--- config.mk ---
export PLATFORM = sky130hd
export DESIGN_NAME = core_internal_memory_multiplexer
export DESIGN_NICKNAME = d
export VERILOG_FILES = /design/src/rtl/mem_bus_pkg.sv /design/src/rtl/rr_arbiter2.sv /design/src/rtl/core_internal_memory_multiplexer.sv
export SDC_FILE = /design/constraint.sdc
export NUM_CORES = 1
export LEC_CHECK = 0
export CAP_MARGIN = 20
export CORE_AREA = 2 2 179 181
export DETAILED_ROUTE_END_ITERATION = 10
export DIE_AREA = 0 0 181 183
export PLACE_DENSITY = 0.58
export SYNTH_ARGS = -nofsm -noshare
export SYNTH_HDL_FRONTEND = slang
export SYNTH_SLANG_ARGS = --single-unit
--- constraint.sdc ---
create_clock -name clk -period 1.95 [get_ports clk]
set_input_delay 0.4875 -clock clk [delete_from_list [all_inputs] [get_ports clk]]
set_output_delay 0.4875 -clock clk [all_outputs]
set_load 0.02 [all_outputs]
--- src/rtl/mem_bus_pkg.sv ---
// rtl/mem_bus_pkg.sv - shared memory-bus types and client ids
package mem_bus_pkg;

  localparam int PHYS_ADDR_W = 21;

  typedef logic [PHYS_ADDR_W-1:0] phys_memory_address_t;

  typedef enum logic {
    READ  = 1'b0,
    WRITE = 1'b1
  } mem_op_t;

  typedef enum logic [1:0] {
    IDLE,
    ISSUE,
    WAIT,
    RESPOND
  } mux_state_t;

  localparam logic CLIENT_FETCH = 1'b0;
  localparam logic CLIENT_VEC   = 1'b1;

endpackage

--- src/rtl/rr_arbiter2.sv ---
// rtl/rr_arbiter2.sv - two-way round-robin grant, one-hot output
module rr_arbiter2
  import mem_bus_pkg::*;
(
  input  logic [1:0] req,
  input  logic       last_grant,
  output logic [1:0] grant
);

  always_comb begin
    grant = req;
    // On a tie the client that did not win last time goes first.
    if (req[0] && req[1]) begin
      grant = (last_grant == CLIENT_VEC) ? 2'b01 : 2'b10;
    end
  end

endmodule

--- src/rtl/core_internal_memory_multiplexer.sv ---
// rtl/core_internal_memory_multiplexer.sv - fetch/vector client mux onto the DRAM bus
module core_internal_memory_multiplexer
  import mem_bus_pkg::*;
#(
  parameter int ADDR_W = 21,
  parameter int DATA_W = 64
) (
  input  logic              clk,
  input  logic              reset_n,
  input  logic              fetch_req_valid,
  output logic              fetch_req_ready,
  input  logic              fetch_req_write,
  input  logic [ADDR_W-1:0] fetch_req_addr,
  input  logic [DATA_W-1:0] fetch_req_wdata,
  output logic              fetch_resp_valid,
  output logic [DATA_W-1:0] fetch_resp_rdata,
  input  logic              vec_req_valid,
  output logic              vec_req_ready,
  input  logic              vec_req_write,
  input  logic [ADDR_W-1:0] vec_req_addr,
  input  logic [DATA_W-1:0] vec_req_wdata,
  output logic              vec_resp_valid,
  output logic [DATA_W-1:0] vec_resp_rdata,
  output logic              mem_req_valid,
  input  logic              mem_req_ready,
  output logic              mem_req_write,
  output logic [ADDR_W-1:0] mem_req_addr,
  output logic [DATA_W-1:0] mem_req_wdata,
  input  logic              mem_resp_valid,
  input  logic [DATA_W-1:0] mem_resp_rdata
);

  mux_state_t        state;
  logic              owner;
  logic              last_grant;
  mem_op_t           lat_op;
  logic [ADDR_W-1:0] lat_addr;
  logic [DATA_W-1:0] lat_wdata;
  logic [DATA_W-1:0] lat_rdata;
  logic [1:0]        grant;
  logic              in_idle;
  logic              responding;

  rr_arbiter2 u_arb (
    .req        ({vec_req_valid, fetch_req_valid}),
    .last_grant (last_grant),
    .grant      (grant)
  );

  // Gating with reset_n keeps every output quiet while reset is asserted.
  assign in_idle    = reset_n && (state == IDLE);
  assign responding = reset_n && (state == RESPOND);

  assign fetch_req_ready = in_idle && grant[0];
  assign vec_req_ready   = in_idle && grant[1];

  assign mem_req_valid = reset_n && (state == ISSUE);
  assign mem_req_write = mem_req_valid && (lat_op == WRITE);
  assign mem_req_addr  = mem_req_valid ? lat_addr  : '0;
  assign mem_req_wdata = mem_req_valid ? lat_wdata : '0;

  assign fetch_resp_valid = responding && (owner == CLIENT_FETCH);
  assign vec_resp_valid   = responding && (owner == CLIENT_VEC);
  assign fetch_resp_rdata = fetch_resp_valid ? lat_rdata : '0;
  assign vec_resp_rdata   = vec_resp_valid   ? lat_rdata : '0;

  always_ff @(posedge clk) begin
    if (!reset_n) begin
      state      <= IDLE;
      owner      <= CLIENT_FETCH;
      last_grant <= CLIENT_VEC;
      lat_op     <= READ;
      lat_addr   <= '0;
      lat_wdata  <= '0;
      lat_rdata  <= '0;
    end else begin
      case (state)
        IDLE: begin
          if (grant != 2'b00) begin
            owner      <= grant[1];
            last_grant <= grant[1];
            lat_op     <= mem_op_t'(grant[1] ? vec_req_write : fetch_req_write);
            lat_addr   <= grant[1] ? vec_req_addr  : fetch_req_addr;
            lat_wdata  <= grant[1] ? vec_req_wdata : fetch_req_wdata;
            state      <= ISSUE;
          end
        end
        ISSUE: begin
          if (mem_req_ready) state <= WAIT;
        end
        WAIT: begin
          if (mem_resp_valid) begin
            lat_rdata <= (lat_op == WRITE) ? '0 : mem_resp_rdata;
            state     <= RESPOND;
          end
        end
        RESPOND: state <= IDLE;
        default: state <= IDLE;
      endcase
    end
  end

endmodule

# Word-level counts from Yosys, hierarchy flattened
# Index checks and enable logic that the tools add are counted.
# totals
in_bits	242
reg_bits	154
# classes
n_bitwise	1
reduce_logical	14
n_eq_ne	6
n_mux	14
# ops
cell	n
64-bit 2-to-1 mux	5
21-bit 2-to-1 mux	2
2-bit 2-to-1 mux	5
1-bit logical AND	9
2-bit one-hot mux with 4 select lines	1
2-bit == test (second input constant)	2
2-bit != test (second input constant)	2
2-bit AND reduction	2
3-bit AND reduction	1
2-bit by 1-bit == test with 1-bit output (second input constant)	1
2-bit logical NOT	1
2-bit by 1-bit != test with 1-bit output (second input constant)	1
2-bit nonzero test	1
1-bit 2-to-1 mux	1
1-bit inverter	1

# Logic depth before layout (Yosys ltp)
# logic_depth
depth_word	5
ltp_mapped	7

# Modules after synthesis
# A second synthesis with hierarchy kept.
# unflattened
hier_cells	950
hier_area_um2	8465.6
# modules_own_cells
module	instances	area_each_um2	seq_area_each_um2	cells_each
core_internal_memory_multiplexer	1	8446.9	3083.0	947
rr_arbiter2	1	18.8	0.0	3

# Least setup slack after synthesis
# No wires, ideal clock.
# synth_timing
path_type	input to output
startpoint	input port fetch_req_valid
endpoint	output port vec_req_ready
n_path_buf	3
slack_ns	0.025
t_arrival_ns	1.437
required_time_ns	1.462
path_stages	5
path_cell_list	buf_2 -> a21boi_2 -> buf_4 -> buf_4 -> and3_1
# synth_between
elab_chain_cells	3
# synth_rtl
item	line_no	rtl
from (decl)	core_internal_memory_multiplexer.sv:10	input logic fetch_req_valid,
1-bit logical AND	rr_arbiter2.sv:13	if (req[0] && req[1]) begin
2-bit 2-to-1 mux	rr_arbiter2.sv:13	
1-bit logical AND	core_internal_memory_multiplexer.sv:55	assign vec_req_ready = in_idle && grant[1];
to (decl)	core_internal_memory_multiplexer.sv:18	output logic vec_req_ready,
# Every way passes these cells.

# Worst setup path after layout
# layout_timing
startpoint	register state[0]
endpoint	output port fetch_resp_rdata[4]
# layout_between
elab_chain_cells	4
# layout_rtl
item	line_no	rtl
from (decl)	core_internal_memory_multiplexer.sv:33	mux_state_t state;
from (signal assigned)	core_internal_memory_multiplexer.sv:69	state <= IDLE;
from (signal assigned)	core_internal_memory_multiplexer.sv:85	state <= ISSUE;
from (signal assigned)	core_internal_memory_multiplexer.sv:89	if (mem_req_ready) state <= WAIT;
2-bit == test	core_internal_memory_multiplexer.sv:52	assign responding = reset_n && (state == RESPOND);
1-bit logical AND	core_internal_memory_multiplexer.sv:52	
1-bit logical AND	core_internal_memory_multiplexer.sv:62	assign fetch_resp_valid = responding && (owner == CLIENT_FETCH);
64-bit 2-to-1 mux	core_internal_memory_multiplexer.sv:64	assign fetch_resp_rdata = fetch_resp_valid ? lat_rdata : '0;
to (decl)	core_internal_memory_multiplexer.sv:16	output logic [DATA_W-1:0] fetch_resp_rdata,
# Every way passes these cells.

==> reports/qor.yml <==
run_status:
  status: "complete, but fails checks"
  violations: "negative setup slack"
logic_synthesis:
  synth-xor-area-share_pct: 0
  synthDistinctLibCells: 25
  syn_nets: 1294
  synth_seq_cells: 154
  syn_area_um2: 7930
  synth_top_cell_by_area: "dfxtp_1"
  yosysSeqAreaShare_pct: 38.9
  synth_compound_area_share_pct: 23.3
  synth_top_area_share_pct: 38.9
  synth_warnings: 0
  synth_top_family_by_area: "simple AND/OR/NAND/NOR gates"
  muxShareOfSynthArea_pct: 0.253
  synthSimpleGateAreaFrac_pct: 30.9
  synthCells: 1047
  synth_area_leaders: "dfxtp_1, a21oi_1, and2_1"
  yosys.area_share.adder_pct: 0.789
  avgSynthCellArea_um2: 7.57
pwr:
  p_leak_nw: 6.25
  p_switching_w: 0.00517
  switching_share_pct: 36.9
  pwr-share-clk_pct: 24.3
  p_comb_share_pct: 44.2
  power_density_nw_per_um2: 973
  p_int_w: 0.00886
  ir_worst_vdd_v: 0.000544
  p_seq_share_pct: 31.5
timing:
  slew_violations: 0
  slew-limit-headroom_pct: 63.3
  worst_slew_pin_slew_ns: 0.550
  hold_viol_final: 0
  layout_worst_path_cycle_share_pct: 114
  period_minus_slack_ns: 2.23
  tns_ns: -43.06
  setup_viol: 218
  fmax_mhz: 448
  setup_ws_ns: -0.283
  rsz0062_at_grt: "yes"
  clock_skew_ns: 0.0161
worst_setup_path:
  arrival_ns: 1.75
  end_kind: "output port"
  crit_type: "flip-flop to output port"
  cpPeakStageDelay_ns: 0.39
  start_kind: "flip-flop"
  crit_path_cell_trace: "ha_4, nand2_2, nor2_4, buf_12, clkbuf_16, and2_4, buf_6"
  crit_slowest_cell: "dfxtp_4"
  path_max_fanout: 8
  required_ns: 1.46
grt:
  grt_max_degree: 68
  grt_pass1_wl_mm: 51.8
  antenna_found_initial: 2
  grt_pass1_vias: 8704
  grt_overflow: 0
  grtUsageTotal_pct: 20.0
floorplan:
  core-area_um2: 31200
  die_x_um: 181
  rows: 65
  start_util_pct: 25.4
  die_area_um2: 33100
  die_y_um: 183
  pin_count: 461
placement:
  dp_slack_ns: -0.449
  io_buffer_count: 460
  hpwl_mm: 24.1
  dp_cells: 1851
  place.gp.congestion: 0.784
detailed_routing:
  first_pass_iters: 4
  routed_wl_mm: 36.5
  wire_per_inst_um: 19.1
  ant_nets: 0
  drt_iter0_markers: 423
  drc: 0
  routed-via-count: 9164
  viasPerCell: 4.79
layout:
  nFillCells: 3129
  area_growth_pct: 81.8
  nets: 1746
  fin_cells: 1914
  drive_gt1_share_pct: 28.2
  fin_util_pct: 46.2
clock_network:
  cts_sinks: 154
  clockRootBuffer: "clkbuf_16"
  cts_inserted_buffers: 17
  h-tree-depth: 4
  tritoncts: "built"
  holdBufCountCts: 0
  clkLatencyLatePin_ns: 0.42
  clk_path_buf_depth: 2
  cts.clk_slew.worst_paths_ns: 0.07
min_path:
  hold_class: "flip-flop to flip-flop"
flow_run:
  cap_violations: 0
==> state kept, by name, indices dropped and copies added, names as in the netlist <==
register,count
lat_rdata,64
lat_wdata,64
lat_addr,21
state,2
last_grant,1
lat_op,1
owner,1
==> critical path, delay by kind of cell (launching register included) <==
family,cells,cell delay (ns)
buf+inv,3,0.46
flops,1,0.39
simple gates,3,0.33
fa+ha+maj,1,0.14
==> cell usage after synthesis <==
library cell and instances:
nand3b_1 64, and2_1 130, a21bo_2 1, dfxtp_1 154
o211ai_1 1, nor2_1 2, a222oi_1 1, ha_1 5
a21boi_1 1, o21a_1 1, o21ai_2 1, o21ai_0 86
nand3_1 1, buf_2 26, and3_1 88, buf_1 2
nand2_1 157, a21boi_0 64, buf_4 4, a21boi_2 1
mux2i_1 2, o21ai_1 1, inv_1 5, a21oi_1 173
clkbuf_1 76
==> final timing paths <==
kind         slack (ns)  depth (start not counted)                   to          start
max               -0.28                          7  fetch_resp_rdata[4]       state[0]
min                0.48                          2        lat_rdata[19]  lat_rdata[19]
max reg2reg        0.22                          8             state[1]       state[1]
min reg2reg        0.48                          2        lat_rdata[19]  lat_rdata[19]
==> area by class of cell <==
class / count / area [um^2] / share of cell area [%]
diodes: 1 / 2.50 / 0.0174
clock buffers: 19 / 433 / 3.00
clock inverters: 12 / 141 / 0.981
inverters: 5 / 21.3 / 0.148
multi-input cells: 780 / 4690 / 32.5
flip-flops and latches: 154 / 3090 / 21.4
well taps: 402 / 503 / 3.49
repair buffers: 541 / 5540 / 38.4
==> routing by layer <==
| layer | part of all wire (%) | GRT usage, % | up-vias |
|---|---|---|---|
| met1 | 41 | 24.2 | 4308 |
| met5 | 0.036 | 0 | - |
| met2 | 49 | 35.1 | 348 |
| met4 | 1.7 | 4.75 | 2 |
| met3 | 7.5 | 5.74 | 34 |
| li1 | - | - | 4472 |
==> per-stage QoR <==
step | hold WS (ns) | cell area (um^2) | total power [W]
finish | 0.479 | 14400 | 0.0140
global route | 0.483 | 14400 | 0.0149
CTS | 0.466 | 13600 | 0.0134
detailed placement | 0.465 | 13300 | 0.00978
global placement | 0.457 | 13300 | 0.00974
floorplan | 0.444 | 7930 | 0.00718
==> cells by family after synthesis <==
group,Yosys count
flops,154
simple gates,442
fa+ha+maj,5
compound gates,331
mux,2
buf+inv,113
==> placed cells by master, fill, tap and decap left out, types with 14 or more instances in the layout <==
| master | netlist | final |
|---|---|---|
| buf_4 | 4 | 120 |
| a21boi_0 | 64 | 64 |
| and2_1 | 130 | 63 |
| and3_1 | 88 | 72 |
| buf_12 | 0 | 24 |
| o21ai_0 | 86 | 86 |
| dfxtp_1 | 154 | 152 |
| a21oi_1 | 173 | 173 |
| and2_4 | 0 | 66 |
| nand2_1 | 157 | 155 |
| and3_4 | 0 | 16 |
| nand3b_1 | 64 | 64 |
| clkbuf_16 | 0 | 26 |
| buf_6 | 0 | 110 |
| buf_2 | 26 | 16 |
| clkdlybuf4s50_1 | 0 | 238 |
| clkbuf_2 | 0 | 14 |
==> power groups by stage <==
stage | logic (W) | clock network, W | registers [W]
2_1_floorplan | 0.00292 | 0 | 0.00427
4_1_cts | 0.00548 | 0.00351 | 0.00439
3_3_place_gp | 0.00532 | 0 | 0.00442
5_1_grt | 0.00672 | 0.00364 | 0.00452
3_5_place_dp | 0.00535 | 0 | 0.00443
6_report | 0.00621 | 0.00340 | 0.00442
==> timing repair <==
item / in CTS / in global routing
endpoints found under the setup margin: 219 / 219
pin swaps: 2 / 14
buffers inserted: 3 / 14
gates cloned: 4 / 11
gates resized for setup: 845 / 424
Note: power is estimated with default switching activity, not from simulation.
